[src/rtl/fetch_stage_if.sv]
// fetch_stage_if: ID-stage redirect controls, i_mem port and IF/ID outputs of the fetch stage
interface fetch_stage_if;
    logic        stall;
    logic        branch_taken;
    logic [15:0] branch_offset;
    logic        jump;
    logic [25:0] jump_index;
    logic        jr;
    logic [31:0] jr_target;
    logic [31:0] i_data;
    logic [31:0] pc;
    logic [31:0] if_id_instr;
    logic [31:0] if_id_pc4;
    logic        if_id_valid;
    logic        misalign_err;
    logic [31:0] fetch_count;
    modport master (
        output stall, branch_taken, branch_offset, jump, jump_index, jr, jr_target, i_data,
        input  pc, if_id_instr, if_id_pc4, if_id_valid, misalign_err, fetch_count
    );
    modport slave (
        input  stall, branch_taken, branch_offset, jump, jump_index, jr, jr_target, i_data,
        output pc, if_id_instr, if_id_pc4, if_id_valid, misalign_err, fetch_count
    );
endinterface

[src/rtl/fetch_stage.sv]
// fetch_stage: PC register and IF/ID pipeline register with stall, flush and redirect
module fetch_stage #(
    parameter logic [31:0] RESET_PC  = 32'h0000_0000,
    parameter logic [31:0] NOP_INSTR = 32'h0000_0000
) (
    input logic         clk,
    input logic         reset,
    fetch_stage_if.slave bus
);
    logic        redirect;
    logic [31:0] target;
    always_comb begin
        redirect = bus.jr | bus.jump | bus.branch_taken;
        target   = bus.jr   ? bus.jr_target :
                   bus.jump ? {bus.if_id_pc4[31:28], bus.jump_index, 2'b00} :
                              bus.if_id_pc4 + {{14{bus.branch_offset[15]}}, bus.branch_offset, 2'b00};
    end
    always_ff @(posedge clk) begin
        if (reset) begin
            bus.pc           <= RESET_PC;
            bus.if_id_instr  <= NOP_INSTR;
            bus.if_id_pc4    <= '0;
            bus.if_id_valid  <= 1'b0;
            bus.misalign_err <= 1'b0;
            bus.fetch_count  <= '0;
        end else if (redirect) begin
            bus.pc          <= {target[31:2], 2'b00};
            bus.if_id_instr <= NOP_INSTR;
            bus.if_id_valid <= 1'b0;
            if (target[1:0] != 2'b00) bus.misalign_err <= 1'b1;
        end else if (!bus.stall) begin
            bus.pc          <= bus.pc + 32'd4;
            bus.if_id_instr <= bus.i_data;
            bus.if_id_pc4   <= bus.pc + 32'd4;
            bus.if_id_valid <= 1'b1;
            bus.fetch_count <= bus.fetch_count + 32'd1;
        end
    end
endmodule

[src/flat_wrapper.sv]
// flat-port wrapper written by rule: the top's interface ports become plain ports
module fetch_stage_flat 
#(
    parameter logic [31:0] RESET_PC  = 32'h0000_0000,
    parameter logic [31:0] NOP_INSTR = 32'h0000_0000
)
  (clk, reset, bus_stall, bus_branch_taken, bus_branch_offset, bus_jump, bus_jump_index, bus_jr, bus_jr_target, bus_i_data, bus_pc, bus_if_id_instr, bus_if_id_pc4, bus_if_id_valid, bus_misalign_err, bus_fetch_count);
  fetch_stage_if bus_i ();
  input logic clk;
  input logic reset;
  input wire logic [$bits(bus_i.stall)-1:0] bus_stall;
  input wire logic [$bits(bus_i.branch_taken)-1:0] bus_branch_taken;
  input wire logic [$bits(bus_i.branch_offset)-1:0] bus_branch_offset;
  input wire logic [$bits(bus_i.jump)-1:0] bus_jump;
  input wire logic [$bits(bus_i.jump_index)-1:0] bus_jump_index;
  input wire logic [$bits(bus_i.jr)-1:0] bus_jr;
  input wire logic [$bits(bus_i.jr_target)-1:0] bus_jr_target;
  input wire logic [$bits(bus_i.i_data)-1:0] bus_i_data;
  output wire logic [$bits(bus_i.pc)-1:0] bus_pc;
  output wire logic [$bits(bus_i.if_id_instr)-1:0] bus_if_id_instr;
  output wire logic [$bits(bus_i.if_id_pc4)-1:0] bus_if_id_pc4;
  output wire logic [$bits(bus_i.if_id_valid)-1:0] bus_if_id_valid;
  output wire logic [$bits(bus_i.misalign_err)-1:0] bus_misalign_err;
  output wire logic [$bits(bus_i.fetch_count)-1:0] bus_fetch_count;
  assign bus_i.stall = bus_stall;
  assign bus_i.branch_taken = bus_branch_taken;
  assign bus_i.branch_offset = bus_branch_offset;
  assign bus_i.jump = bus_jump;
  assign bus_i.jump_index = bus_jump_index;
  assign bus_i.jr = bus_jr;
  assign bus_i.jr_target = bus_jr_target;
  assign bus_i.i_data = bus_i_data;
  assign bus_pc = bus_i.pc;
  assign bus_if_id_instr = bus_i.if_id_instr;
  assign bus_if_id_pc4 = bus_i.if_id_pc4;
  assign bus_if_id_valid = bus_i.if_id_valid;
  assign bus_misalign_err = bus_i.misalign_err;
  assign bus_fetch_count = bus_i.fetch_count;
  fetch_stage #(.RESET_PC(RESET_PC), .NOP_INSTR(NOP_INSTR)) u_core (.clk(clk), .reset(reset), .bus(bus_i));
endmodule
[config.mk]
export PLATFORM = sky130hd
export DESIGN_NAME = fetch_stage_flat
export DESIGN_NICKNAME = d
export VERILOG_FILES = /design/src/rtl/fetch_stage_if.sv /design/src/rtl/fetch_stage.sv /design/src/flat_wrapper.sv
export SDC_FILE = /design/constraint.sdc
export NUM_CORES = 1
export LEC_CHECK = 0
export BUFFER_PORTS_ARGS = -buffer_cell sky130_fd_sc_hd__buf_2
export CAP_MARGIN = 5
export CORE_MARGIN = 2
export CORE_UTILIZATION = 37
export CTS_CLUSTER_DIAMETER = 80
export DETAILED_ROUTE_END_ITERATION = 6
export PLACE_DENSITY = 0.61
export RECOVER_POWER = 50
export SYNTH_ARGS = -nofsm -noshare
export SYNTH_HDL_FRONTEND = slang
export SYNTH_SLANG_ARGS = --single-unit
[constraint.sdc]
create_clock -name clk -period 6.1 [get_ports clk]
set_input_delay 1.22 -clock clk [delete_from_list [all_inputs] [get_ports clk]]
set_output_delay 1.22 -clock clk [all_outputs]
set_load 0.1 [all_outputs]
==> run_summary.xml, run 1 <==
<?xml version="1.0" encoding="UTF-8"?>
<metrics>
  <group name="finish">
    <metric name="flow.area_growth_from_synthesis" unit="%">22.98</metric>
    <metric name="nNetsFinal" unit="">1292</metric>
    <metric name="finish.utilization" unit="%">46.52</metric>
    <metric name="register_area" unit="µm²">2522</metric>
    <metric name="finalNonFillerCells" unit="">1434</metric>
    <metric name="layout-drive-gt1-share" unit="%">15.59</metric>
    <metric name="final_cell_area" unit="µm²">9474</metric>
    <metric name="multiInputGateArea" unit="µm²">4911</metric>
    <metric name="final.fill_count" unit="">2121</metric>
  </group>
  <group name="sta">
    <metric name="timing.clock.skew" unit="ns">0.009228</metric>
    <metric name="measured_slew_at_the_worst_slew_check_pin" unit="ns">2.990</metric>
    <metric name="finalMaxSlewViolations" unit="">63</metric>
    <metric name="fmax" unit="MHz">246.9</metric>
    <metric name="rsz0062_at_grt" unit="">no</metric>
    <metric name="total_negative_slack_for_setup_checks" unit="ns">0</metric>
    <metric name="final_hold_viol_count" unit="">0</metric>
    <metric name="post-route-worst-setup-slack" unit="ns">2.050</metric>
    <metric name="worst_slew_margin_rel" unit="%">-99.36</metric>
    <metric name="finalCritPeriodShare" unit="%">66.40</metric>
    <metric name="finalWorstPathRequiredPeriod" unit="ns">4.050</metric>
    <metric name="finalSetupViolCount" unit="">0</metric>
  </group>
  <group name="synthesis">
    <metric name="synth.cells.most_frequent" unit="">153 x nor2_1, 126 x dfxtp_1, 62 x nand2_1, 53 x xor2_1, 51 x a211oi_1</metric>
    <metric name="synth.cell_area" unit="µm²">7704</metric>
    <metric name="ranking_of_synthesized_cells_by_area" unit="">dfxtp_1 33%, nor2_1 7.5%, xor2_1 6.0%, xnor2_1 5.6%, mux2i_1 5.2%</metric>
    <metric name="most_used_standard_cell_by_instance_count_after_synthesis" unit="">nor2_1</metric>
    <metric name="yosysTopAreaCellShare" unit="%">32.74</metric>
    <metric name="synth-seq-cells" unit="">126</metric>
    <metric name="synth-edff-count" unit="">0</metric>
    <metric name="async_flop_share" unit="%">0</metric>
    <metric name="synth.avg_cell_area" unit="µm²">8.213</metric>
    <metric name="dominantRegCellSynth" unit="">dfxtp_1</metric>
    <metric name="synth_largest_area_cell" unit="">dfxtp_1</metric>
    <metric name="synth_seq_area_share" unit="%">32.74</metric>
    <metric name="synth.yosys.warnings" unit="">0</metric>
    <metric name="yosysUniqueCellTypes" unit="">75</metric>
    <metric name="postSynthCellCount" unit="">938</metric>
  </group>
  <group name="run_status">
    <metric name="outcome" unit="">finished, violations left</metric>
    <metric name="violated_checks" unit="">design-rule violations, max-capacitance violations, max-slew violations</metric>
  </group>
  <group name="power_and_ir_drop">
    <metric name="static_power_due_to_leakage" unit="nW">3.864</metric>
    <metric name="vdd_ir_drop_max" unit="mV">0.1801</metric>
    <metric name="power.density" unit="nW/µm²">250.7</metric>
  </group>
  <group name="clock_network">
    <metric name="cts_max_path_buffers" unit="">2</metric>
    <metric name="cts_buffers" unit="">17</metric>
    <metric name="htree_levels" unit="">4</metric>
    <metric name="clock_sink_count" unit="">126</metric>
    <metric name="postCtsSetupBuffers" unit="">0</metric>
    <metric name="cts_hold_buf" unit="">0</metric>
    <metric name="tritoncts_clock_tree" unit="">done</metric>
    <metric name="clock_tree.root_cell" unit="">clkbuf_16</metric>
    <metric name="clock_input_transition_at_the_sequential_cells_of_the_worst_setup_and_hold_paths" unit="ns">0.06</metric>
    <metric name="post_cts_resized" unit="">0</metric>
    <metric name="clock_latency" unit="ns">0.42</metric>
  </group>
  <group name="placed_design">
    <metric name="port_buffers" unit="">237</metric>
    <metric name="placement.setup.worst_slack" unit="ns">2.164</metric>
    <metric name="place_area" unit="µm²">9057</metric>
    <metric name="gp_routability_congestion" unit="">0.9489</metric>
    <metric name="detailedPlacementHpwl" unit="µm">18690</metric>
    <metric name="post-place-cells" unit="">1399</metric>
  </group>
  <group name="routing">
    <metric name="route.vias.total" unit="">7650</metric>
    <metric name="detail_route.iter0.violations" unit="">466</metric>
    <metric name="route.detailed.drc" unit="">3</metric>
    <metric name="drt-pass1-iter-count" unit="">7</metric>
    <metric name="detail_route.wirelength" unit="µm">24850</metric>
    <metric name="route.detailed.vias_per_inst" unit="">5.335</metric>
    <metric name="antenna_violating_nets_post_route" unit="">0</metric>
    <metric name="drt-wirelength-per-cell" unit="µm">17.33</metric>
  </group>
  <group name="global_route">
    <metric name="grt_usage" unit="%">22.61</metric>
    <metric name="grt_use_met2" unit="%">36.04</metric>
    <metric name="wire_length_of_the_first_global_routing_pass" unit="µm">39380</metric>
    <metric name="grt_util_met3" unit="%">6.166</metric>
    <metric name="grt_busiest_layer" unit="">met2</metric>
    <metric name="grtUsageMet1" unit="%">29.83</metric>
    <metric name="first_global_vias" unit="">7367</metric>
    <metric name="gr-total-overflow" unit="">0</metric>
    <metric name="grt_antenna_before_repair" unit="">6</metric>
    <metric name="grt_max_degree" unit="">67</metric>
  </group>
  <group name="hold_path">
    <metric name="worst_hold_startpoint" unit="">u_core.bus.if_id_valid$_SDFFE_PP0N_</metric>
    <metric name="hold_depth" unit="">2</metric>
    <metric name="worstHoldPathType" unit="">register to register</metric>
    <metric name="hold-path-endpoint" unit="">u_core.bus.if_id_valid$_SDFFE_PP0N_</metric>
  </group>
  <group name="setup_path">
    <metric name="largest_fanout_on_the_critical_path" unit="">62</metric>
    <metric name="critical_path.reg2reg.startpoint" unit="">u_core.bus.if_id_pc4[2]$_SDFFE_PP0P_</metric>
    <metric name="r2r-end" unit="">u_core.bus.pc[30]$_SDFFE_PP0P_</metric>
    <metric name="required" unit="ns">6.41</metric>
    <metric name="critical_path_class" unit="">input port to register</metric>
    <metric name="worst_setup_path_end_kind" unit="">register</metric>
    <metric name="startpoint_type" unit="">input port</metric>
    <metric name="critical_path_arrival" unit="ns">4.36</metric>
    <metric name="worst-r2r-cell-count" unit="">10</metric>
    <metric name="worst-r2r-setup-slack" unit="ns">3.12</metric>
  </group>
  <group name="die">
    <metric name="die_x" unit="µm">148.3</metric>
    <metric name="core_area" unit="µm²">20360</metric>
    <metric name="dieArea" unit="µm²">21990</metric>
    <metric name="top_level_i_o_count" unit="">242</metric>
    <metric name="die_height" unit="µm">148.3</metric>
    <metric name="rows" unit="">52</metric>
    <metric name="initial_utilization" unit="%">37.83</metric>
  </group>
  <group name="job">
    <metric name="drv.max_cap_violation_count" unit="">1</metric>
  </group>
</metrics>
critical path, stage by stage:
cell and delay (ns):
buf_4 0.32, clkbuf_1 2.14, o22a_1 0.25, o21ai_0 0.09, a311o_1 0.33
cell families (layout without fill, tap and decap cells):
kind of cell | after synthesis | in the layout | share of synthesized area [%]
and+or+nand+nor | 360 | 360 | 22.58
AOI/OAI and AO/OA | 206 | 206 | 18.34
DFF | 126 | 126 | 32.74
xor gates and xnor gates | 102 | 102 | 11.60
buffers and inverters | 68 | 288 | 3.768
muxes | 43 | 43 | 5.636
adders and majority gates | 32 | 32 | 5.295
other | 1 | 7 | 0.04868
layer usage:
layer	vias up	share of wire, %
met5	-	0.085
met4	4	2.0
met3	33	6.8
met2	265	45
met1	3577	46
li1	3771	-
flip-flops by register name, summed over array words and instances, names as in the netlist:
signal / count
u_core.bus.if_id_pc4: 30
u_core.bus.pc: 30
u_core.bus.if_id_valid: 1
u_core.bus.if_id_instr: 32
u_core.bus.misalign_err: 1
u_core.bus.fetch_count: 32
layout by cell type, fill, tap and decap left out, drive strengths merged, types with 9 or more instances in the layout:
cell type	instances
nor2	153
clkbuf	136
dfxtp	126
buf	126
nand2	63
xor2	53
a211oi	51
xnor2	49
a21oi	47
mux2i	40
nand3	37
o21ai	33
ha	31
and3	28
nor3	20
inv	18
a21o	14
nand4	9
through the flow:
step / hold slack, ns / total power [mW]
after global placement: 0.4340 / 1.420
after CTS: 0.4529 / 2.399
final: 0.4508 / 2.375
after detailed placement: 0.4422 / 1.422
after global routing: 0.4992 / 2.473
after floorplan: 0.8774 / 1.295
worst max-delay path by stage:
stage / startpoint / end / slack [ns] / depth (start not counted)
2_1_floorplan: bus_branch_offset[0] / u_core.bus.pc[30]$_SDFFE_PP0P_ / 2.61 / 10
3_3_place_gp: bus_branch_offset[15] / u_core.bus.pc[29]$_SDFFE_PP0P_ / 2.22 / 9
3_5_place_dp: bus_branch_offset[0] / u_core.bus.pc[30]$_SDFFE_PP0P_ / 2.16 / 11
4_1_cts: bus_branch_offset[0] / u_core.bus.pc[30]$_SDFFE_PP0P_ / 2.57 / 11
5_1_grt: reset / u_core.bus.pc[31]$_SDFFE_PP0P_ / 1.67 / 5
6_report: reset / u_core.bus.pc[31]$_SDFFE_PP0P_ / 2.05 / 5
where the power goes:
part / switching, mW / internal [mW] / leakage [nW]
Sequential: 0.0409 / 0.849 / 1.03
Clock: 0.430 / 0.544 / 0.269
Combinational: 0.375 / 0.136 / 2.57
area by class of cell:
type | count | share of cell area [%]
clock buffer | 18 | 4.635
inverter | 12 | 0.4754
sequential | 126 | 26.62
multi-input combinational | 747 | 51.84
tap | 270 | 3.566
antenna | 3 | 0.07924
timing repair buffer | 244 | 11.52
clock inverter | 14 | 1.268
(Power assumes the default switching activity.)
==> run 2, diff against run 1 <==
==> constraint.sdc (replaced) <==
create_clock -name clk -period 3.9 [get_ports clk]
set_input_delay 0.78 -clock clk [delete_from_list [all_inputs] [get_ports clk]]
set_output_delay 0.78 -clock clk [all_outputs]
set_load 0.1 [all_outputs]
==> run_summary.xml, run 2 (same netlist as run 1, synthesis figures left out) <==
<?xml version="1.0" encoding="UTF-8"?>
<metrics>
  <group name="clock_network">
    <metric name="post_cts_resized" unit="">0</metric>
    <metric name="cts_buffers" unit="">17</metric>
    <metric name="cts_hold_buf" unit="">0</metric>
    <metric name="postCtsSetupBuffers" unit="">0</metric>
    <metric name="clock_sink_count" unit="">126</metric>
    <metric name="cts_max_path_buffers" unit="">2</metric>
    <metric name="clock_input_transition_at_the_sequential_cells_of_the_worst_setup_and_hold_paths" unit="ns">0.06</metric>
    <metric name="clock_latency" unit="ns">0.43</metric>
    <metric name="clock_tree.root_cell" unit="">clkbuf_16</metric>
    <metric name="htree_levels" unit="">4</metric>
    <metric name="tritoncts_clock_tree" unit="">done</metric>
  </group>
  <group name="setup_path">
    <metric name="critical_path_arrival" unit="ns">3.63</metric>
    <metric name="critical_path_class" unit="">input port to register</metric>
    <metric name="worst-r2r-setup-slack" unit="ns">0.91</metric>
    <metric name="worst_setup_path_end_kind" unit="">register</metric>
    <metric name="largest_fanout_on_the_critical_path" unit="">34</metric>
    <metric name="crit_buf_inv" unit="">3</metric>
    <metric name="timing.critical_path.depth" unit="">8</metric>
    <metric name="startpoint_type" unit="">input port</metric>
    <metric name="critical_path.reg2reg.startpoint" unit="">u_core.bus.if_id_pc4[2]$_SDFFE_PP0P_</metric>
    <metric name="critical_path.top_delay_family" unit="">buffers and inverters</metric>
    <metric name="cp_cell_sequence" unit="">buf_2, clkbuf_1, or2_0, nor2_1, nand2_1, buf_4, o21ai_0, a311o_1</metric>
    <metric name="required" unit="ns">4.21</metric>
    <metric name="cp-startpoint" unit="">bus_jr</metric>
    <metric name="worst-r2r-cell-count" unit="">10</metric>
    <metric name="worst_path_largest_cell_delay" unit="ns">0.93</metric>
    <metric name="critical_path.slowest_cell" unit="">clkbuf_1</metric>
  </group>
  <group name="die">
    <metric name="die_height" unit="µm">148.3</metric>
    <metric name="rows" unit="">52</metric>
    <metric name="top_level_i_o_count" unit="">242</metric>
    <metric name="initial_utilization" unit="%">37.83</metric>
    <metric name="die_x" unit="µm">148.3</metric>
    <metric name="dieArea" unit="µm²">21990</metric>
    <metric name="core_area" unit="µm²">20360</metric>
  </group>
  <group name="finish">
    <metric name="flow.area_growth_from_synthesis" unit="%">23.94</metric>
    <metric name="nNetsFinal" unit="">1296</metric>
    <metric name="layout-drive-gt1-share" unit="%">16.91</metric>
    <metric name="layout.cells.most_common_list" unit="">153 x nor2_1, 132 x buf_2, 126 x dfxtp_1</metric>
    <metric name="final_cell_area" unit="µm²">9548</metric>
    <metric name="layout.cells.most_common" unit="">nor2_1</metric>
    <metric name="largestRegisters" unit="">u_core.bus.fetch_count x32, u_core.bus.if_id_instr x32</metric>
  </group>
  <group name="global_route">
    <metric name="first_global_vias" unit="">7224</metric>
    <metric name="grt_max_degree" unit="">64</metric>
    <metric name="gr-total-overflow" unit="">0</metric>
    <metric name="grt_antenna_before_repair" unit="">6</metric>
    <metric name="grt_usage" unit="%">22.60</metric>
    <metric name="wire_length_of_the_first_global_routing_pass" unit="µm">39280</metric>
  </group>
  <group name="run_status">
    <metric name="outcome" unit="">complete, no violations</metric>
  </group>
  <group name="routing">
    <metric name="route.detailed.vias_per_inst" unit="">5.367</metric>
    <metric name="drt-pass1-iter-count" unit="">5</metric>
    <metric name="detail_route.iter0.violations" unit="">502</metric>
    <metric name="route.vias.total" unit="">7728</metric>
    <metric name="route.detailed.drc" unit="">0</metric>
    <metric name="detail_route.wirelength" unit="µm">25010</metric>
    <metric name="drt-wirelength-per-cell" unit="µm">17.37</metric>
    <metric name="antenna_violating_nets_post_route" unit="">0</metric>
  </group>
  <group name="power_and_ir_drop">
    <metric name="static_power_due_to_leakage" unit="nW">3.940</metric>
    <metric name="post-layout-total-power" unit="mW">3.811</metric>
    <metric name="vdd_ir_drop_max" unit="mV">0.3036</metric>
    <metric name="power.density" unit="nW/µm²">399.2</metric>
  </group>
  <group name="placed_design">
    <metric name="gp_routability_congestion" unit="">0.9027</metric>
    <metric name="place_area" unit="µm²">9087</metric>
    <metric name="detailedPlacementHpwl" unit="µm">18680</metric>
    <metric name="port_buffers" unit="">237</metric>
  </group>
  <group name="sta">
    <metric name="finalMaxSlewViolations" unit="">0</metric>
    <metric name="finalSetupViolCount" unit="">0</metric>
    <metric name="measured_slew_at_the_worst_slew_check_pin" unit="ns">1.296</metric>
    <metric name="rsz0062_at_grt" unit="">no</metric>
    <metric name="finalWorstPathRequiredPeriod" unit="ns">3.316</metric>
    <metric name="total_negative_slack_for_setup_checks" unit="ns">0</metric>
    <metric name="worst_slew_margin_rel" unit="%">13.62</metric>
    <metric name="hold_ws" unit="ns">0.4504</metric>
    <metric name="finalCritPeriodShare" unit="%">85.03</metric>
    <metric name="timing.clock.skew" unit="ns">0.01167</metric>
    <metric name="final_hold_viol_count" unit="">0</metric>
    <metric name="fmax" unit="MHz">301.6</metric>
  </group>
  <group name="job">
    <metric name="drv.max_cap_violation_count" unit="">0</metric>
  </group>
  <group name="hold_path">
    <metric name="hold_depth" unit="">2</metric>
    <metric name="worstHoldPathType" unit="">register to register</metric>
    <metric name="worst_hold_startpoint" unit="">u_core.bus.if_id_valid$_SDFFE_PP0N_</metric>
  </group>
</metrics>
[run 2: area by class of cell]
type | instances | area, µm²
fill | 2086 | 10820
antenna | 5 | 12.51
clock buffer | 18 | 439.2
inverter | 12 | 45.04
clock inverter | 14 | 145.1
tap | 270 | 337.8
sequential | 126 | 2522
multi-input combinational | 747 | 4911
timing repair buffer | 248 | 1135
[run 2: per-stage QoR]
| stage | instances | worst slack [ns] | util [%] |
|---|---|---|---|
| finish | 1440 | 0.5839 | 46.89 |
| global route | 1436 | 0.3453 | 46.84 |
| CTS | 1435 | 0.7659 | 47.49 |
| detailed placement | 1403 | 0.3236 | 44.62 |
| global placement | 1403 | 0.4614 | 44.62 |
| floorplan | 941 | 0.7080 | - |
[run 2: worst paths after layout]
path / endpoint
setup / recovery: u_core.bus.pc[31]$_SDFFE_PP0P_
hold / removal: u_core.bus.if_id_valid$_SDFFE_PP0N_
setup reg to reg: u_core.bus.pc[30]$_SDFFE_PP0P_
hold reg to reg: u_core.bus.if_id_valid$_SDFFE_PP0N_
[run 2: power breakdown]
group / switching, mW / total (mW) / leakage [nW] / internal (mW)
combinational: 0.587 / 0.804 / 2.63 / 0.217
sequential: 0.0626 / 1.39 / 1.03 / 1.33
clock: 0.698 / 1.62 / 0.279 / 0.918
total: 1.35 / 3.81 / 3.94 / 2.46
[run 2: routing by layer]
layer,GRT usage (%),part of all wire (%),up-vias
met4,7.238,1.9,4
met5,0,0.084,-
met3,6.350,7.7,44
met2,36.20,45,307
met1,29.49,45,3584
li1,-,-,3789
[run 2: worst reg2reg max path, delay by kind of cell (launching register included)]
family | cells | cell delay (ns)
AOI/OAI and AO/OA | 5 | 1.25
adders and majority gates | 2 | 0.67
and+or+nand+nor | 3 | 0.63
DFF | 1 | 0.33
==> run 3, diff against run 2 <==
==> constraint.sdc (replaced) <==
create_clock -name clk -period 3.9 [get_ports clk]
set_input_delay 0.195 -clock clk [delete_from_list [all_inputs] [get_ports clk]]
set_output_delay 0.195 -clock clk [all_outputs]
set_load 0.1 [all_outputs]
==> run_summary.xml, run 3 (same netlist as run 1, synthesis figures left out) <==
<?xml version="1.0" encoding="UTF-8"?>
<metrics>
  <group name="placed_design">
    <metric name="gp_routability_congestion" unit="">0.9064</metric>
    <metric name="port_buffers" unit="">237</metric>
    <metric name="place_area" unit="µm²">9072</metric>
    <metric name="detailedPlacementHpwl" unit="µm">19020</metric>
  </group>
  <group name="die">
    <metric name="initial_utilization" unit="%">37.83</metric>
    <metric name="die_height" unit="µm">148.3</metric>
    <metric name="die_x" unit="µm">148.3</metric>
    <metric name="core_area" unit="µm²">20360</metric>
    <metric name="top_level_i_o_count" unit="">242</metric>
    <metric name="dieArea" unit="µm²">21990</metric>
    <metric name="rows" unit="">52</metric>
  </group>
  <group name="global_route">
    <metric name="first_global_vias" unit="">7228</metric>
    <metric name="grt_usage" unit="%">23.12</metric>
    <metric name="gr-total-overflow" unit="">0</metric>
    <metric name="grt_antenna_before_repair" unit="">5</metric>
    <metric name="grt_max_degree" unit="">64</metric>
    <metric name="wire_length_of_the_first_global_routing_pass" unit="µm">39950</metric>
  </group>
  <group name="sta">
    <metric name="final_hold_viol_count" unit="">0</metric>
    <metric name="finalWorstPathRequiredPeriod" unit="ns">2.971</metric>
    <metric name="total_negative_slack_for_setup_checks" unit="ns">0</metric>
    <metric name="rsz0062_at_grt" unit="">no</metric>
    <metric name="finalCritPeriodShare" unit="%">76.17</metric>
    <metric name="finalSetupViolCount" unit="">0</metric>
    <metric name="measured_slew_at_the_worst_slew_check_pin" unit="ns">1.476</metric>
    <metric name="worst_slew_margin_rel" unit="%">1.587</metric>
    <metric name="timing.clock.skew" unit="ns">0.007841</metric>
    <metric name="finalMaxSlewViolations" unit="">0</metric>
    <metric name="fmax" unit="MHz">336.6</metric>
  </group>
  <group name="routing">
    <metric name="route.detailed.vias_per_inst" unit="">5.323</metric>
    <metric name="detail_route.iter0.violations" unit="">680</metric>
    <metric name="drt-pass1-iter-count" unit="">5</metric>
    <metric name="drt-wirelength-per-cell" unit="µm">17.81</metric>
    <metric name="detail_route.wirelength" unit="µm">25900</metric>
    <metric name="route.detailed.drc" unit="">0</metric>
    <metric name="route.vias.total" unit="">7740</metric>
    <metric name="antenna_violating_nets_post_route" unit="">0</metric>
  </group>
  <group name="clock_network">
    <metric name="tritoncts_clock_tree" unit="">done</metric>
    <metric name="clock_tree.root_cell" unit="">clkbuf_16</metric>
    <metric name="htree_levels" unit="">4</metric>
    <metric name="post_cts_resized" unit="">0</metric>
    <metric name="clock_input_transition_at_the_sequential_cells_of_the_worst_setup_and_hold_paths" unit="ns">0.06</metric>
    <metric name="cts_hold_buf" unit="">18</metric>
    <metric name="cts_max_path_buffers" unit="">2</metric>
    <metric name="clock_sink_count" unit="">126</metric>
    <metric name="clock_latency" unit="ns">0.42</metric>
    <metric name="cts_buffers" unit="">17</metric>
    <metric name="postCtsSetupBuffers" unit="">0</metric>
  </group>
  <group name="setup_path">
    <metric name="required" unit="ns">4.24</metric>
    <metric name="critical_path.slowest_cell" unit="">or4_1</metric>
    <metric name="cp-startpoint" unit="">u_core.bus.if_id_pc4[2]$_SDFFE_PP0P_</metric>
    <metric name="cp_cell_sequence" unit="">ha_1, fa_1, a21oi_1, nand4b_1, a21oi_1, or4_1, nand3_1, a31oi_1, a311o_1, a211oi_1</metric>
    <metric name="worst_path_largest_cell_delay" unit="ns">0.55</metric>
    <metric name="startpoint_type" unit="">register</metric>
    <metric name="critical_path_arrival" unit="ns">3.31</metric>
    <metric name="path_common_cell" unit="">a21oi_1</metric>
    <metric name="worst_setup_path_end_kind" unit="">register</metric>
    <metric name="critical_path_class" unit="">register to register</metric>
    <metric name="largest_fanout_on_the_critical_path" unit="">5</metric>
    <metric name="critical_path.reg2reg.startpoint" unit="">u_core.bus.if_id_pc4[2]$_SDFFE_PP0P_</metric>
  </group>
  <group name="hold_path">
    <metric name="worst_hold_startpoint" unit="">bus_i_data[11]</metric>
    <metric name="worstHoldPathType" unit="">input port to register</metric>
  </group>
  <group name="finish">
    <metric name="largestRegisters" unit="">u_core.bus.fetch_count x32, u_core.bus.if_id_instr x32</metric>
    <metric name="layout-drive-gt1-share" unit="%">15.41</metric>
    <metric name="nNetsFinal" unit="">1312</metric>
    <metric name="multiInputGateArea" unit="µm²">4896</metric>
    <metric name="flow.area_growth_from_synthesis" unit="%">25.63</metric>
    <metric name="layout.cells.most_common" unit="">nor2_1</metric>
    <metric name="layout.cells.most_common_list" unit="">153 x nor2_1, 126 x dfxtp_1, 119 x buf_2</metric>
    <metric name="register_area" unit="µm²">2522</metric>
    <metric name="final_cell_area" unit="µm²">9678</metric>
    <metric name="final.fill_count" unit="">2087</metric>
  </group>
  <group name="job">
    <metric name="drv.max_cap_violation_count" unit="">0</metric>
  </group>
  <group name="power_and_ir_drop">
    <metric name="static_power_due_to_leakage" unit="nW">3.961</metric>
    <metric name="vdd_ir_drop_max" unit="mV">0.2814</metric>
    <metric name="post-layout-total-power" unit="mW">3.822</metric>
    <metric name="power.density" unit="nW/µm²">394.9</metric>
  </group>
  <group name="run_status">
    <metric name="outcome" unit="">complete, no violations</metric>
  </group>
</metrics>
-- run 3: cell types whose count changed in the layout (fill, tap and decap cells not counted) --
cell           before  now
buf_2             132  119
buf_4              10    9
clkbuf_1          105  118
clkbuf_2            1    0
clkinv_4            1    2
clkinvlp_4          3    2
diode_2             5    3
dlygate4sd3_1       0   18
inv_6               7    8
inv_8               2    1
nor4_1              3    4
nor4_4              3    2
or2_0               1    0
or2_2               2    3
-- run 3: metrics by stage --
stage               hold WS (ns)  worst slack, ns  cells  util (%)
floorplan                 0.3389           0.7080    941         -
global placement          0.4232            1.041   1401     44.55
detailed placement        0.4334            1.006   1401     44.55
CTS                    0.0001357           0.9846   1451     48.30
global route             0.01918           0.6643   1452     47.50
finish                   0.01096           0.9295   1454     47.52
-- run 3: per-layer routing --
layer | GRT usage (%) | vias to the layer above | part of all wire [%]
li1 | - | 3817 | -
met4 | 6.190 | 4 | 1.5
met5 | 0 | - | 0.10
met3 | 6.043 | 34 | 7.5
met1 | 30.46 | 3612 | 45
met2 | 37.62 | 273 | 46
-- run 3: final cells by class --
type / count / share of cell area, %
Multi-Input combinational cell: 747 / 50.59
Antenna cell: 3 / 0.07757
Clock inverter: 14 / 1.487
Inverter: 12 / 0.4654
Tap cell: 270 / 3.491
Timing Repair Buffer: 264 / 13.29
Clock buffer: 18 / 4.538
Sequential cell: 126 / 26.06
-- run 3: worst max-delay path: cells and delay by family, from the launching register on --
kind | cells | cell delay, ns
simple gates | 3 | 0.96
fa+ha+maj | 2 | 0.66
compound gates | 5 | 0.95
flops | 1 | 0.33
-- run 3: power breakdown --
part	leakage (nW)	switching, mW	internal [mW]
clock	0.282	0.697	0.917
combinational	2.65	0.593	0.225
sequential	1.03	0.0626	1.33
-- run 3: path summary, 6_finish.rpt --
kind | to | slack (ns) | cells past startpoint
max reg2reg | u_core.bus.pc[24]$_SDFFE_PP0P_ | 0.93 | 10
min | u_core.bus.if_id_instr[11]$_SDFFE_PP0N_ | 0.01 | 3
max | u_core.bus.pc[24]$_SDFFE_PP0P_ | 0.93 | 10
min reg2reg | u_core.bus.if_id_valid$_SDFFE_PP0N_ | 0.45 | 2
